$ cat src/rtl/imem_bus_arbiter.sv
// imem_bus_arbiter: shares the instruction-side memory bus between the icache
// refill engine (BURST_LEN-beat bursts) and the MMU page-table walker (single
// beats). PTW has fixed priority; a saturating starvation counter hands the bus
// to a waiting icache after STARVE_MAX consecutive PTW grants. A fetch kill
// during a refill drains the outstanding beats silently so the bus is never
// left half-owned.
module imem_bus_arbiter #(
    parameter int XLEN       = 32,
    parameter int DATA_W     = 32,
    parameter int BURST_LEN  = 4,
    parameter int STARVE_MAX = 3
) (
    input  logic              clk,
    input  logic              rst_n,
    input  logic              ic_req_i,
    input  logic [XLEN-1:0]   ic_addr_i,
    input  logic              ic_kill_i,
    output logic              ic_ack_o,
    output logic              ic_last_o,
    output logic [DATA_W-1:0] ic_rdata_o,
    input  logic              ptw_req_i,
    input  logic [XLEN-1:0]   ptw_addr_i,
    output logic              ptw_ack_o,
    output logic [DATA_W-1:0] ptw_rdata_o,
    output logic              bus_req_o,
    output logic [XLEN-1:0]   bus_addr_o,
    output logic              bus_burst_o,
    input  logic              bus_ack_i,
    input  logic [DATA_W-1:0] bus_rdata_i,
    output logic              busy_o,
    output logic              owner_o
);

    localparam int BW = (BURST_LEN > 1) ? $clog2(BURST_LEN) : 1;
    localparam int SW = $clog2(STARVE_MAX + 1);
    localparam logic [BW-1:0] C_LAST_BEAT  = BW'(BURST_LEN - 1);
    localparam logic [SW-1:0] C_STARVE_LIM = SW'(STARVE_MAX);

    typedef enum logic [1:0] {
        IDLE    = 2'd0,
        GNT_IC  = 2'd1,
        GNT_PTW = 2'd2,
        DRAIN   = 2'd3
    } state_t;

    state_t            r_state;
    state_t            w_next_state;
    logic              r_bus_req;
    logic [XLEN-1:0]   r_bus_addr;
    logic              r_bus_burst;
    logic              r_owner;
    logic              r_busy;
    logic [BW-1:0]     r_beat_cnt;
    logic [SW-1:0]     r_starve_cnt;

    logic              w_ic_ok;
    logic              w_favour_ic;
    logic              w_grant_ic;
    logic              w_grant_ptw;
    logic              w_last_beat;
    logic              w_counting;

    // An icache request killed in the same cycle is never eligible.
    assign w_ic_ok     = ic_req_i & ~ic_kill_i;
    assign w_favour_ic = (r_starve_cnt == C_STARVE_LIM) & ic_req_i;
    assign w_grant_ic  = (r_state == IDLE) & w_ic_ok & (w_favour_ic | ~ptw_req_i);
    assign w_grant_ptw = (r_state == IDLE) & ptw_req_i & ~w_grant_ic;
    assign w_last_beat = (r_beat_cnt == C_LAST_BEAT);
    assign w_counting  = (r_state == GNT_IC) | (r_state == DRAIN);

    // Read data is steered straight through; the ack strobes qualify it.
    assign ic_rdata_o  = bus_rdata_i;
    assign ptw_rdata_o = bus_rdata_i;

    assign bus_req_o   = r_bus_req;
    assign bus_addr_o  = r_bus_addr;
    assign bus_burst_o = r_bus_burst;
    assign owner_o     = r_owner;
    assign busy_o      = r_busy;

    // State register.
    always_ff @(posedge clk or negedge rst_n) begin
        if (!rst_n) begin
            r_state <= IDLE;
        end else begin
            r_state <= w_next_state;
        end
    end

    // Next-state logic: arbitrate in IDLE, leave a grant on its final ack.
    always_comb begin
        w_next_state = r_state;
        case (r_state)
            IDLE: begin
                if (w_grant_ic) begin
                    w_next_state = GNT_IC;
                end else if (w_grant_ptw) begin
                    w_next_state = GNT_PTW;
                end else begin
                    w_next_state = IDLE;
                end
            end
            GNT_PTW: begin
                if (bus_ack_i) begin
                    w_next_state = IDLE;
                end else begin
                    w_next_state = GNT_PTW;
                end
            end
            GNT_IC: begin
                // A kill landing on the final beat has nothing left to drain.
                if (bus_ack_i && w_last_beat) begin
                    w_next_state = IDLE;
                end else if (ic_kill_i) begin
                    w_next_state = DRAIN;
                end else begin
                    w_next_state = GNT_IC;
                end
            end
            DRAIN: begin
                if (bus_ack_i && w_last_beat) begin
                    w_next_state = IDLE;
                end else begin
                    w_next_state = DRAIN;
                end
            end
            default: begin
                w_next_state = IDLE;
            end
        endcase
    end

    // Output logic: acks follow the bus combinationally for the current owner;
    // a killed or draining refill sees no beats.
    always_comb begin
        ic_ack_o  = 1'b0;
        ic_last_o = 1'b0;
        ptw_ack_o = 1'b0;
        case (r_state)
            GNT_IC: begin
                ic_ack_o  = bus_ack_i & ~ic_kill_i;
                ic_last_o = bus_ack_i & ~ic_kill_i & w_last_beat;
            end
            GNT_PTW: begin
                ptw_ack_o = bus_ack_i;
            end
            default: begin
                ic_ack_o  = 1'b0;
                ic_last_o = 1'b0;
                ptw_ack_o = 1'b0;
            end
        endcase
    end

    // Bus-side registers: request held for the whole ownership, address,
    // burst flag and owner captured only at the grant.
    always_ff @(posedge clk or negedge rst_n) begin
        if (!rst_n) begin
            r_bus_req   <= 1'b0;
            r_busy      <= 1'b0;
            r_bus_addr  <= {XLEN{1'b0}};
            r_bus_burst <= 1'b0;
            r_owner     <= 1'b0;
        end else begin
            r_bus_req <= (w_next_state != IDLE);
            r_busy    <= (w_next_state != IDLE);
            if (w_grant_ic) begin
                r_bus_addr  <= ic_addr_i;
                r_bus_burst <= 1'b1;
                r_owner     <= 1'b0;
            end else if (w_grant_ptw) begin
                r_bus_addr  <= ptw_addr_i;
                r_bus_burst <= 1'b0;
                r_owner     <= 1'b1;
            end else begin
                r_bus_addr  <= r_bus_addr;
                r_bus_burst <= r_bus_burst;
                r_owner     <= r_owner;
            end
        end
    end

    // Beat counter: counts every burst ack, delivered or drained, and wraps
    // back to zero on the final beat so each refill starts from zero.
    always_ff @(posedge clk or negedge rst_n) begin
        if (!rst_n) begin
            r_beat_cnt <= {BW{1'b0}};
        end else if (w_counting && bus_ack_i) begin
            r_beat_cnt <= r_beat_cnt + BW'(1);
        end else begin
            r_beat_cnt <= r_beat_cnt;
        end
    end

    // Starvation counter: PTW grants taken over a live icache request,
    // saturating; forgotten once the icache is served or stops asking.
    always_ff @(posedge clk or negedge rst_n) begin
        if (!rst_n) begin
            r_starve_cnt <= {SW{1'b0}};
        end else if (r_state == IDLE) begin
            if (w_grant_ic || !ic_req_i) begin
                r_starve_cnt <= {SW{1'b0}};
            end else if (w_grant_ptw && w_ic_ok && (r_starve_cnt != C_STARVE_LIM)) begin
                r_starve_cnt <= r_starve_cnt + SW'(1);
            end else begin
                r_starve_cnt <= r_starve_cnt;
            end
        end else begin
            r_starve_cnt <= r_starve_cnt;
        end
    end

endmodule

$ cat config.mk
export PLATFORM = sky130hd
export DESIGN_NAME = imem_bus_arbiter
export DESIGN_NICKNAME = d
export VERILOG_FILES = /design/src/rtl/imem_bus_arbiter.sv
export SDC_FILE = /design/constraint.sdc
export NUM_CORES = 1
export LEC_CHECK = 0
export ABC_CLOCK_PERIOD_IN_PS = 2230
export CAP_MARGIN = 20
export CORE_MARGIN = 2
export CORE_UTILIZATION = 30
export CTS_CLUSTER_DIAMETER = 50
export DETAILED_ROUTE_END_ITERATION = 7
export GPL_TIMING_DRIVEN = 0
export MAX_ROUTING_LAYER = met4
export PLACE_DENSITY = 0.75
export SYNTH_ARGS = -nofsm -noshare
export SYNTH_HDL_FRONTEND = slang
export SYNTH_SLANG_ARGS = --single-unit
export TNS_END_PERCENT = 30
$ cat constraint.sdc
create_clock -name clk -period 2.23 [get_ports clk]
set_input_delay 0.3345 -clock clk [delete_from_list [all_inputs] [get_ports clk]]
set_output_delay 0.3345 -clock clk [all_outputs]
set_load 0.01 [all_outputs]
== Word-level counts from Yosys, hierarchy flattened ==
Index checks and enable logic that the tools add are counted.
Operators by class
  reduce and logical (&&, ||, !) cells: 11
  add/sub/neg operators: 2
  bitwise operators: 13
  muxes and demuxes: 18
  equality and inequality tests: 6
Operators with widths (number)
  32-bit two-way mux: 2
  2-bit two-way mux: 8
  1-bit bitwise AND: 8
  2-bit == test, second input constant: 4
  2-bit case mux with 4 select lines: 1
  1-bit two-way mux: 7
  2-bit nonzero test: 3
  2-bit by 1-bit adder with 2-bit output, second input constant: 2
  1-bit logical AND: 4
  1-bit NOT: 3
  2-bit by 1-bit == test with 1-bit output, second input constant: 1
  2-bit logical NOT: 1
  2-bit inequality test, second input constant: 1
  1-bit bitwise OR: 2
  2-bit AND reduction: 1
  1-bit logical NOT: 1
  1-bit logical OR: 1
Word-level totals
  output and inout port bits: 103
  input port bits: 102
  logic and storage cells: 57
  flip-flop bits (word level): 41

== Depth between registers and ports, before layout ==
Gate-level depths: netlist of run 1.
  word-level depth: 10
  gate-level depth with buffers: 6
  gate-level depth less buffers: 4

== Least setup slack after synthesis of run 1 ==
OpenSTA, ideal clock, no wires.
  kind: flip-flop to flip-flop
  start: register r_starve_cnt[0]
  end: register r_bus_addr[0], in the netlist bus_addr_o[0]
  path buffers: 2
  arrival: 1.502 ns
  period minus slack after synthesis: 1.628 ns
  required time: 2.104 ns
  cell stages (with the launch flop): 7
  library setup time: 0.126 ns
  slack: 0.602 ns
  cell sequence: dfrtp_1 > ha_1 > nand2b_4 > and3_4 > buf_6 > buf_8 > a221o_1
Between the ends
  word-level cells in the longest chain between the ends: 7
  elaborated cells on any way between the ends: 8
  classes of those cells: 1 x eq/ne; 1 x mux; 5 x bitwise; 1 x reduce/logical
RTL lines
  start: declaration: RTL line 54  | logic [SW-1:0] r_starve_cnt;
  start signal: assignment: RTL line 199  | r_starve_cnt <= {SW{1'b0}};
  start signal: assignment: RTL line 202  | r_starve_cnt <= {SW{1'b0}};
  start signal: assignment: RTL line 204  | r_starve_cnt <= r_starve_cnt + SW'(1);
  2-bit == test *: RTL line 65  | assign w_favour_ic = (r_starve_cnt == C_STARVE_LIM) & ic_req_i;
  1-bit bitwise AND *: RTL line 65
  1-bit bitwise OR *: RTL line 66  | assign w_grant_ic = (r_state == IDLE) & w_ic_ok & (w_favour_ic | ~ptw_req_i);
  1-bit bitwise AND *: RTL line 66
  1-bit NOT: RTL line 67  | assign w_grant_ptw = (r_state == IDLE) & ptw_req_i & ~w_grant_ic;
  1-bit bitwise AND: RTL line 67
  2-bit nonzero test (no line)
  end signal: assignment: RTL line 161  | r_bus_addr <= {XLEN{1'b0}};
  end signal: assignment: RTL line 168  | r_bus_addr <= ic_addr_i;
  end signal: assignment: RTL line 172  | r_bus_addr <= ptw_addr_i;
  end: declaration: RTL line 49  | logic [XLEN-1:0] r_bus_addr;
Mark *: on every way between the ends. The rest lies on a longest branch, timed or not.
A chain may end at the register's enable or synchronous reset.

== Final worst setup path of run 1 ==
  start: input port ic_kill_i
  end: output port ic_last_o
Between the ends
  word-level cells in the longest chain between the ends: 4
RTL lines
  start: declaration: RTL line 17  | input logic ic_kill_i,
  1-bit NOT: RTL line 142  | ic_last_o = bus_ack_i & ~ic_kill_i & w_last_beat;
  1-bit bitwise AND (2 in a row): RTL line 142
  1-bit two-way mux: RTL line 139  | case (r_state)
  end: declaration: RTL line 19  | output logic ic_last_o,
Every way passes these cells.

==> impl_metrics.toml, run 1 <==
[pwr]
leakagePower_nw = 1.96
ir_drop_mv = 0.277
p_per_area_nw_per_um2 = 907

[sta]
max_freq_mhz = 469
finalClockSkew_ns = 0.00406
hold_viol = 0
worst_pin_slew_ns = 0.449
rsz0062_at_grt = "false"
final_max_slew_viol_count = 0
layout_min_cycle_time_ns = 2.13
setup_viol = 0
max_slew_margin_pct = 70.1
period_share_pct = 95.7
setup_ws_ns = 0.0965

[final_layout]
fin_nets = 505
drive_gt1_share_pct = 24.9
antennaDiodeCount = 0
post-route-util_pct = 55.2
fin_cells = 507
area_delta_synth_final_pct = 79.9
layout_common_cells = "clkdlybuf4s50_1, buf_4, dfrtp_1, and4_1, a221o_1"
final_common_cell = "clkdlybuf4s50_1"

[yosys]
synth-seq-cells = 41
yosys_warnings = 0
syn_inst = 221
postSynthAreaPerCell_um2 = 11.3
synth.distinct_cells = 33
syn_nets = 325
syn_area_um2 = 2500
seq_area_frac_synth_pct = 41.1

[drt]
routed_wl_um = 7730
viasPerCell = 4.70
wl_per_cell_um = 15.2
drc = 0
ant_nets = 0
dr.pass1.iters = 4
drt_iter0_drc = 71
vias = 2384

[global_route]
grt_first_pass_wirelength_um = 12100
antenna_found_initial = 0
grt_start_max_net_pins = 25
grt_usage_pct = 17.5
first_global_vias = 2537
grt-ovfl-total = 0

[worst_setup_path]
worstPathRequired_ns = 1.90
cp.arrival_ns = 1.80
ff2ff_setup_slack_ns = 0.50
cp-end-kind = "output port"
worstSetupStartpointType = "input port"
cp_max_fo = 5
crit_type = "input port to output port"

[clock_tree]
clock_sinks = 41
cts_buffers = 5
cts_tree = "done"
clk_path_buf_depth = 2
cts_root_buf = "clkbuf_8"
cts_setup_buffers = 0
htree_levels = 2
clock_latency_ns = 0.29
clk_pin_slew_ns = 0.08

[place]
placed_cells = 498
pre_cts_ws_ns = 0.0363
io_buffers = 171
detailed_place_hpwl_um = 6240
routabilityCongestion = 0.715

[floorplan]
pin_count = 205
die_h_um = 95.2
initial_utilization_pct = 30.7
die_w_um = 95.2
row_count = 33
core_area_um2 = 8130
die_area_um2 = 9070

[run]
cap_violations = 0

[min_path]
hp-class = "input port to flip-flop"

[status]
status = "finished, final reports clean"
sequential cells by signal, indices dropped and copies added, names as in the netlist:
| signal | cells |
|---|---|
| r_state | 2 |
| r_starve_cnt | 2 |
| bus_addr_o | 32 |
| busy_o | 1 |
| owner_o | 1 |
| r_beat_cnt | 2 |
| bus_burst_o | 1 |
timing repair:
item,CTS,global route
setup endpoints to repair,0,1
hold buffers,1,0
endpoints found under the hold margin,17,0
resized for setup,0,2
critical path, cell delays in order:
cell             delay [ns]
clkdlybuf4s50_1        0.55
nor3_2                 0.24
and2_1                 0.15
clkdlybuf4s50_1        0.53
report_power, final:
part	internal (mW)	switching (mW)	total, mW
sequential	1.10	0.231	1.33
combinational	1.30	0.813	2.11
clock	0.364	0.269	0.634
total	2.76	1.31	4.07
metrics by stage:
stage / total power, mW / TNS [ns] / area (µm²) / hold WS (ns)
after floorplan: 2.34 / 0 / 2500 / 0.0389
after global placement: 3.42 / -9.36 / 4340 / 0.466
after detailed placement: 3.47 / 0 / 4360 / 0.307
after CTS: 4.12 / 0 / 4490 / 0.406
after global routing: 4.35 / 0 / 4490 / 0.454
final: 4.07 / 0 / 4490 / 0.411
Yosys cell counts, drive strengths merged:
cell type / instances / share of area [%]
a21bo: 1 / 0.40
a21o: 1 / 0.35
a221o: 32 / 13
a31oi: 1 / 0.25
a32o: 1 / 0.40
a41oi: 1 / 0.35
and2: 1 / 0.25
and3: 2 / 0.75
and4: 32 / 11
buf: 75 / 23
clkbuf: 8 / 1.2
dfrtp: 41 / 41
ha: 2 / 1.0
inv: 1 / 0.15
mux2: 1 / 0.45
nand2: 8 / 1.2
nand2b: 1 / 0.55
nand3: 2 / 0.40
nand3b: 1 / 0.80
nand4: 1 / 0.25
nor2: 2 / 0.40
nor2b: 2 / 0.80
nor3: 1 / 0.20
o21ai: 1 / 0.35
o221ai: 1 / 0.35
xnor2: 1 / 0.35
logic make-up after synthesis:
kind of cell    Yosys count  synth area share, %
buf+inv                  84                 24.8
simple gates             53                 16.8
flops                    41                 41.1
compound gates           39                 15.4
fa+ha+maj                 2                 1.00
xor+xnor                  1                0.351
mux                       1                0.451
layout make-up:
class                   instances  area (µm²)
plain buffers                  83         617
well taps                     105         131
repair buffers                173        1740
clock buffers                   6        82.6
fillers                       723        3640
flip-flops and latches         41        1030
clock inverters                 2        37.5
inverters                       1        3.75
multi-input cells              96         858
layer usage:
metal | up-vias | global-route usage (%) | share of wire, %
li1 | 1132 | - | -
met4 | 0 | 5.43 | 1.3
met5 | - | - | 0
met3 | 8 | 4.19 | 8.0
met1 | 1119 | 20.7 | 41
met2 | 125 | 29.3 | 49
worst paths after layout:
check | from | end | cells past startpoint
max in group asynchronous | rst_n | bus_addr_o[5] | 3
worst min register to register | bus_burst_o | bus_burst_o | 1
worst min-delay path | ptw_req_i | r_state[0] | 4
min in group asynchronous | rst_n | bus_addr_o[22] | 2
worst max register to register | r_starve_cnt[0] | bus_addr_o[16] | 6
worst max-delay path | ic_kill_i | ic_last_o | 4
Power figures use the tool's default switching activity.
==> run 2: changes to the inputs <==
--- a/config.mk
+++ b/config.mk
@@ -9,11 +9,10 @@
 export CAP_MARGIN = 20
 export CORE_MARGIN = 2
 export CORE_UTILIZATION = 30
-export CTS_CLUSTER_DIAMETER = 50
 export DETAILED_ROUTE_END_ITERATION = 7
+export DONT_BUFFER_PORTS = 1
 export GPL_TIMING_DRIVEN = 0
 export MAX_ROUTING_LAYER = met4
-export PLACE_DENSITY = 0.75
 export SYNTH_ARGS = -nofsm -noshare
 export SYNTH_HDL_FRONTEND = slang
 export SYNTH_SLANG_ARGS = --single-unit
==> run 2 against run 1 <==
First-iteration DRC count is 34% lower. Clock power is 19% lower. Wire length is 18% lower. Sequential share of layout area is 14 points higher. Worst hold slack worse by 0.23 ns. Utilization is 21 points lower. Global-route usage is 4.5 points lower. Critical path type is now flip-flop to output port. Register-to-register slack hardly changed. Via count is 24% lower.
==> impl_metrics.toml, run 2 (same netlist as run 1, synthesis figures left out) <==
[place]
io_buffers = 0
placed_area_um2 = 2630
placed_cells = 326
detailed_place_hpwl_um = 5000
routabilityCongestion = 0.732
pre_cts_ws_ns = 0.503

[pwr]
ir_drop_mv = 0.326
p_per_area_nw_per_um2 = 1140
finalPower_mw = 3.14
leakagePower_nw = 1.29

[sta]
tns_ns = 0
max_slew_margin_pct = 73.3
hold_viol = 0
finalClockSkew_ns = 0.00679
period_share_pct = 79.0
max_freq_mhz = 568
layout_min_cycle_time_ns = 1.76
rsz0062_at_grt = "false"
whs_ns = 0.184
final_max_slew_viol_count = 0
worst_pin_slew_ns = 0.398
setup_viol = 0
setup_ws_ns = 0.468

[worst_setup_path]
crit_type = "flip-flop to output port"
worstPathRequired_ns = 1.90
worstSetupStartpointType = "flip-flop"
cp-end-kind = "output port"
cp.arrival_ns = 1.43
cp_max_fo = 5

[drt]
dr.pass1.iters = 4
routed_wl_um = 6370
vias = 1807
viasPerCell = 5.36
drc = 0
wl_per_cell_um = 18.9
drt_iter0_drc = 47
ant_nets = 0

[global_route]
first_global_vias = 1770
grt_start_max_net_pins = 42
grt-ovfl-total = 0
grt_first_pass_wirelength_um = 8780
antenna_found_initial = 1
grt_usage_pct = 13.0

[status]
status = "finished, final reports clean"

[clock_tree]
cts_root_buf = "clkbuf_8"
cts_setup_buffers = 0
clock_sinks = 41
clock_latency_ns = 0.29
cts_buffers = 5
clk_path_buf_depth = 2
clk_pin_slew_ns = 0.08
cts_tree = "done"
htree_levels = 2

[final_layout]
post-route-util_pct = 33.9
layout_common_cells = "buf_4, dfrtp_1, and4_1, a221o_1"
area_delta_synth_final_pct = 10.4
largest_register_ff_count = 32
fillCellCount = 823
fin_nets = 334
fin_area_um2 = 2760
fin_cells = 337
final_common_cell = "buf_4"
drive_gt1_share_pct = 42.0

[floorplan]
initial_utilization_pct = 30.7
die_w_um = 95.2
die_h_um = 95.2
pin_count = 205
row_count = 33
core_area_um2 = 8130
die_area_um2 = 9070

[run]
cap_violations = 0

[min_path]
hp-class = "input port to flip-flop"
==> run 2: worst max-delay path, cell delays in order (launching register included) <==
cell	delay, ns
dfrtp_1	0.42
nand2_1	0.13
nor3_1	0.34
and2_1	0.24
==> run 2: path summary, 6_finish.rpt <==
check,start,to,slack [ns],cells past startpoint
max,r_state[0],ic_last_o,0.47,3
min,ic_addr_i[3],bus_addr_o[3],0.18,1
max reg2reg,r_starve_cnt[0],bus_addr_o[23],0.50,6
min reg2reg,r_starve_cnt[0],r_starve_cnt[0],0.49,1
max in group asynchronous,rst_n,r_starve_cnt[1],1.51,2
min in group asynchronous,rst_n,bus_addr_o[25],0.52,2
==> run 2: cell type report <==
class,instances,area (µm²),area share (%)
clock buffers,6,82.6,2.99
plain buffers,83,617,22.4
repair buffers,2,30.0,1.09
flip-flops and latches,41,1030,37.2
clock inverters,2,13.8,0.499
diodes,1,2.50,0.0907
well taps,105,131,4.76
inverters,1,3.75,0.136
multi-input cells,96,851,30.9
==> run 2: timing repair <==
action	CTS	global route
endpoints found under the hold margin	41	0
resized for setup	0	0
hold buffers	2	0
==> run 2: routing by layer <==
layer / global-route usage, % / wire length [µm] / up-vias
met5: - / 0 / -
met4: 3.99 / 93 / 0
met3: 4.98 / 938 / 7
met2: 22.8 / 3120 / 145
met1: 13.5 / 2220 / 864
li1: - / - / 791
==> run 2: where the power goes <==
part           total, mW  internal, mW  switching (mW)
registers           1.52          1.10           0.420
clock network      0.516         0.251           0.264
logic               1.10         0.583           0.520
total               3.14          1.93            1.20
